==> config.mk <==
export PLATFORM = sky130hd
export DESIGN_NAME = seq_control_unit
export DESIGN_NICKNAME = d
export VERILOG_FILES = /design/src/rtl/seq_control_unit.sv
export SDC_FILE = /design/constraint.sdc
export NUM_CORES = 1
export LEC_CHECK = 0
export CORE_MARGIN = 4
export CORE_UTILIZATION = 41
export CTS_CLUSTER_SIZE = 30
export DETAILED_ROUTE_END_ITERATION = 8
export GPL_TIMING_DRIVEN = 0
export PLACE_DENSITY = 0.83
export SETUP_SLACK_MARGIN = 0.3
export SKIP_CTS_REPAIR_TIMING = 1
export SLEW_MARGIN = 20
export SYNTH_ARGS = -nofsm -noshare
export SYNTH_HDL_FRONTEND = slang
export SYNTH_SLANG_ARGS = --single-unit
==> constraint.sdc <==
create_clock -name clk -period 2.6 [get_ports clk]
set_input_delay 0.52 -clock clk [delete_from_list [all_inputs] [get_ports clk]]
set_output_delay 0.52 -clock clk [all_outputs]
set_load 0.005 [all_outputs]
==> src/rtl/seq_control_unit.sv <==
// Hardwired multi-cycle control unit for the 32-bit bus datapath.
// Sequences fetch/decode/execute and handshakes with external memory.
module seq_control_unit #(
    parameter int          REG_SIZE    = 32,
    parameter logic [3:0]  ALU_INC     = 4'd15,
    parameter logic        ALU_MUL_SEL = 1'b1
) (
    input  logic                clk,
    input  logic                reset,
    input  logic                run,
    input  logic [REG_SIZE-1:0] ir_data,
    input  logic                mem_ready,
    output logic [15:0]         gpr_in,
    output logic [15:0]         gpr_out,
    output logic                hi_in,
    output logic                lo_in,
    output logic                pc_in,
    output logic                ir_in,
    output logic                z_in,
    output logic                y_in,
    output logic                mar_in,
    output logic                mdr_in,
    output logic                hi_out,
    output logic                lo_out,
    output logic                pc_out,
    output logic                z_high_out,
    output logic                z_low_out,
    output logic                mdr_out,
    output logic                inport_out,
    output logic                c_out,
    output logic                read,
    output logic [3:0]          alu_op,
    output logic                mem_rd_req,
    output logic                mem_wr_req,
    output logic                halted,
    output logic                illegal_op
);
    localparam logic [4:0] OP_ALU  = 5'h00;
    localparam logic [4:0] OP_MD   = 5'h01;
    localparam logic [4:0] OP_LD   = 5'h02;
    localparam logic [4:0] OP_ST   = 5'h03;
    localparam logic [4:0] OP_HALT = 5'h1F;

    typedef enum logic [3:0] {
        S_IDLE, S_F0, S_F1, S_FW, S_F2, S_DEC,
        S_E0, S_E1, S_E2, S_E3, S_MW, S_WW, S_HALT
    } state_t;

    state_t     state;
    logic [4:0] op_q;
    logic [3:0] ra_q, rb_q, rc_q, alu_q;

    logic [4:0] ir_op;
    logic       ir_legal;
    logic       unused_bits;

    assign ir_op       = ir_data[31:27];
    assign ir_legal    = (ir_op == OP_ALU) || (ir_op == OP_MD) || (ir_op == OP_LD) ||
                         (ir_op == OP_ST)  || (ir_op == OP_HALT);
    assign unused_bits = ^{ALU_MUL_SEL, ir_data[14:4]};

    always_ff @(posedge clk or posedge reset) begin
        if (reset) begin
            state <= S_IDLE;
            op_q  <= '0;
            ra_q  <= '0;
            rb_q  <= '0;
            rc_q  <= '0;
            alu_q <= '0;
        end else begin
            case (state)
                S_IDLE: if (run) state <= S_F0;
                S_F0:   state <= S_F1;
                S_F1:   state <= S_FW;
                S_FW:   if (mem_ready) state <= S_F2;
                S_F2:   state <= S_DEC;
                S_DEC: begin
                    op_q  <= ir_op;
                    ra_q  <= ir_data[26:23];
                    rb_q  <= ir_data[22:19];
                    rc_q  <= ir_data[18:15];
                    alu_q <= ir_data[3:0];
                    if (ir_op == OP_HALT) state <= S_HALT;
                    else if (ir_legal)    state <= S_E0;
                    else                  state <= S_F0;
                end
                S_E0:   state <= (op_q == OP_LD) ? S_MW : S_E1;
                S_E1:   state <= (op_q == OP_ST) ? S_WW : S_E2;
                S_E2:   state <= (op_q == OP_MD) ? S_E3 : S_F0;
                S_E3:   state <= S_F0;
                S_MW:   if (mem_ready) state <= S_E2;
                S_WW:   if (mem_ready) state <= S_F0;
                S_HALT: state <= S_HALT;
                default: state <= S_IDLE;
            endcase
        end
    end

    // Controls are decoded from state and the DEC-time latches; only mdr_in
    // in the read-wait states follows mem_ready directly.
    always_comb begin
        gpr_in     = '0;
        gpr_out    = '0;
        hi_in      = 1'b0;
        lo_in      = 1'b0;
        pc_in      = 1'b0;
        ir_in      = 1'b0;
        z_in       = 1'b0;
        y_in       = 1'b0;
        mar_in     = 1'b0;
        mdr_in     = 1'b0;
        hi_out     = 1'b0;
        lo_out     = 1'b0;
        pc_out     = 1'b0;
        z_high_out = 1'b0;
        z_low_out  = 1'b0;
        mdr_out    = 1'b0;
        inport_out = 1'b0;
        c_out      = 1'b0;
        read       = 1'b0;
        alu_op     = '0;
        mem_rd_req = 1'b0;
        mem_wr_req = 1'b0;
        halted     = 1'b0;
        illegal_op = 1'b0;
        case (state)
            S_F0: begin
                pc_out = 1'b1;
                mar_in = 1'b1;
                z_in   = 1'b1;
                alu_op = ALU_INC;
            end
            S_F1: begin
                z_low_out = 1'b1;
                pc_in     = 1'b1;
            end
            S_FW, S_MW: begin
                mem_rd_req = 1'b1;
                read       = 1'b1;
                mdr_in     = mem_ready;
            end
            S_F2: begin
                mdr_out = 1'b1;
                ir_in   = 1'b1;
            end
            S_DEC: illegal_op = !ir_legal;
            S_E0: begin
                gpr_out = 16'h1 << rb_q;
                if (op_q == OP_LD || op_q == OP_ST) mar_in = 1'b1;
                else                                y_in   = 1'b1;
            end
            S_E1: begin
                if (op_q == OP_ST) begin
                    gpr_out = 16'h1 << ra_q;
                    mdr_in  = 1'b1;
                end else begin
                    gpr_out = 16'h1 << rc_q;
                    alu_op  = alu_q;
                    z_in    = 1'b1;
                end
            end
            S_E2: begin
                if (op_q == OP_LD) begin
                    mdr_out = 1'b1;
                    gpr_in  = 16'h1 << ra_q;
                end else begin
                    z_low_out = 1'b1;
                    if (op_q == OP_MD) lo_in  = 1'b1;
                    else               gpr_in = 16'h1 << ra_q;
                end
            end
            S_E3: begin
                z_high_out = 1'b1;
                hi_in      = 1'b1;
            end
            S_WW:   mem_wr_req = 1'b1;
            S_HALT: halted     = 1'b1;
            default: ;
        endcase
    end
endmodule

==> summary.md <==
| Metric | Value |
|---|---|
| Hold path cells | 1 |
| Area share of the largest cell type after synthesis | 32.0% |
| Tmin final | between 2000 and 3000 ps |
| Area growth, synth to finish | 74.7% |
| Worst Hold End | alu_q[3]$_DFFE_PP0P_ |
| Clock buffer depth | 2 |
| Least-Margin Pin Slew | 990 ps |
| Via/cell ratio | 6.03 |
| Detailed-route wire length per cell | 18.9 um |
| Die W | about 77 um |
| RSZ-0062 raised after global routing | yes |
| Antenna-violating nets left | 0 |
| Final Setup Violations | 22 |
| Peak supply drop | between 0.5 and 0.6 mV |
| Sequential Area | 629 um2 |
| Max FO, Critical Path | 5 |
| Total core area | 4470 um2 |
| Overall die area | a little under 6000 um2 |
| Largest net degree at the start of global routing | 26 |
| Setup crit end kind | output port |
| Num CTS Buffers | 3 |
| Hold Crit Start | alu_q[3]$_DFFE_PP0P_ |
| Final Max Tran Viols | 0 |
| Fmax | approximately 0.37 GHz |
| Vias in the first global route | ~2000 |
| Post-synth EDFFs | 0 |
| Drt pass-1 iters | 5 |
| Cell area after synthesis | roughly 2000 um2 |
| FF+latch count, synth | 25 |
| Dominant cell type by area after synthesis | dfrtp_1 |
| Global route overflow | 0 |
| DRC viols | 0 |
| CTS root buffer | clkbuf_8 |
| All-Layer GR Usage | roughly a fifth |
| Hold Fails Final Rpt | 0 |
| Gate Count Post-Synth | roughly 230 |
| Area of the multi-input gates | 1540 um2 |
| Clk Latency, worst-skew pair | roughly 280 ps |
| PortBufs | 77 |
| Sink Count | 25 |
| Final net count | just under 400 |
| Status | complete, but fails checks |
| Worst setup SP type | flop |
| Row count | 24 |
| Crit Reg-Reg Endpoint | state[3]$_DFFE_PP0P_ |
| Max_cap viols | 0 |
| Slew HR | around 34% |
| WHS | around 520 ps |
| Failing checks | negative setup slack |
| Reg clk slew, reported paths | about 100 ps |
| Design area | between 3000 and 4000 um2 |
| Synth warn | 0 |
| Die height | a little under 80 um |
| Final Routed Wirelength | roughly 7.6 mm |
| Leak | about 1.7 nW |
| Placed cell areas | roughly 2800 um2 |
| DR vias | between 2000 and 2500 |
| Worst Reg2Reg Path Length in Cells | 7 |
| Worst Setup Slack, final | -73.0 ps |
| Fillcell total | 305 |
| Seq/Total Area, Yosys | between 30% and 40% |
| Ys flop type | dfrtp_1 |
| Worst setup path class | flop to output port |
| Syn avg cell area | roughly 8.4 um2 |
| Share of cells above drive strength 1 | between 40% and 50% |
| Yosys cell types | 48 |
| Crit path arrival time | 2150 ps |
| Ports | 93 |
| Post-synth ARST share | 100% |
| Reg2reg setup slack | roughly 660 ps |
| Initial drt markers | 250 |
| R2r startpoint | state[1]$_DFFE_PP0P_ |
| H-tree levels | 1 |
| Worst EP required | 2080 ps |
| Diode count | 0 |
| RePlAce Congestion | between 0.9 and 1 |
| Initial antenna violation count | 0 |
| Synth top area cells | dfrtp_1, mux2_2, o221ai_1 |
| TritonCTS clock tree | yes |
| Initial core utilization | between 40% and 50% |
| First-pass GRT wire length | just under 10 mm |
| Final critical-path share of the clock period | 103% |
| PwrDens | 985 nW/um2 |
| Post-Route Skew | 4.19 ps |
| DP HPWL | about 4.7 mm |
| Worst Hold Class | flop to flop |
placed cells by master, fill, tap and decap left out, types with 4 or more instances in the layout:
master / count
nor2_4: 6
o221ai_2: 14
nand2_1: 21
nand4_1: 5
clkdlybuf4s50_1: 27
nand2_4: 5
o21ai_0: 7
buf_8: 4
clkbuf_2: 5
nand2b_1: 5
dfrtp_1: 22
nor2_2: 6
conb_1: 4
buf_6: 12
clkbuf_8: 5
inv_1: 7
buf_2: 31
nor2_1: 24
mux2_2: 18
buf_4: 29
a21oi_1: 6
nor2b_1: 5
a21o_1: 4
dlymetal6s2s_1: 15
cell families after synthesis:
group | synth area share [%]
muxes | 10.9
DFF | 32.0
and+or+nand+nor | 30.6
AOI/OAI and AO/OA | 17.6
buffers and inverters | 8.25
xor gates and xnor gates | 0.448
other | 0.192
where the power goes:
| group | switching, mW | internal [mW] | total (mW) |
|---|---|---|---|
| Combinational | 1.15 | 1.09 | 2.24 |
| Sequential | 0.286 | 0.588 | 0.874 |
| Clock | 0.143 | 0.108 | 0.251 |
worst max-delay path, cell delays in order (launching register included):
cell and delay [ps]:
dfrtp_1 410, buf_8 140, or4b_4 560, a21oi_4 220, buf_6 150, nand2_4 50
buf_6 140, nor2_2 70, buf_2 120
worst max-delay path by stage:
stage                               startpoint          end  slack [ps]  depth (start not counted)
after floorplan            op_q[2]$_DFFE_PP0P_  gpr_out[11]         480                          4
after global placement    state[3]$_DFFE_PP0P_  gpr_out[11]        -300                          6
after detailed placement  state[3]$_DFFE_PP0P_   gpr_out[2]        -300                          6
after CTS                 state[3]$_DFFE_PP0P_   gpr_out[2]        -610                          6
after global routing       op_q[0]$_DFFE_PP0P_  gpr_out[11]        -150                          7
final                     state[1]$_DFFE_PP0P_   gpr_in[10]         -70                          8
sequential cells by signal, indices dropped and copies added (netlist names):
name	cells
rc_q	4
op_q	5
rb_q	4
ra_q	4
alu_q	4
state	4
metal layers:
layer	part of all wire [%]	vias up	GRT usage [%]
met2	51	164	34.8
met5	0	-	0
met1	39	1150	25.3
met4	2.6	0	4.63
met3	6.7	28	2.81
li1	-	1089	-
area by class of cell:
| type | instances | area share, % |
|---|---|---|
| buffer | 18 | 4.62 |
| clock buffer | 3 | 1.21 |
| clock inverter | 1 | 0.147 |
| inverter | 7 | 0.769 |
| multi-input combinational | 186 | 45.1 |
| sequential | 25 | 18.4 |
| tap | 52 | 1.90 |
| timing repair buffer | 111 | 27.9 |
per-stage QoR:
step	TNS, ps	std cells	power (mW)	worst slack, ps	util (%)
2_1_floorplan	0	236	1.78	478	-
3_3_place_gp	-7790	365	2.33	-304	62.6
3_5_place_dp	-8680	365	2.38	-304	62.6
4_1_cts	-21330	369	2.62	-612	63.7
5_1_grt	-2490	403	3.56	-154	76.3
6_report	-914	403	3.36	-73.0	76.3
Yosys cell counts, types with 2 or more instances:
| library cell | count |
|---|---|
| nor4_1 | 3 |
| nand3_1 | 3 |
| nand2b_1 | 8 |
| buf_4 | 6 |
| a21oi_1 | 8 |
| o221ai_1 | 16 |
| o21ai_0 | 7 |
| nor2_1 | 36 |
| nor2b_1 | 5 |
| nor3b_1 | 2 |
| a2111oi_1 | 3 |
| inv_1 | 7 |
| clkbuf_8 | 4 |
| or4_1 | 2 |
| nand4_1 | 5 |
| nand2_1 | 27 |
| nor3_1 | 6 |
| buf_1 | 3 |
| nand3b_1 | 3 |
| or2_2 | 3 |
| or3_1 | 3 |
| dfrtp_1 | 25 |
| buf_2 | 3 |
| a21o_1 | 4 |
| mux2_2 | 18 |
No activity file was read; power rests on OpenSTA's default activity.
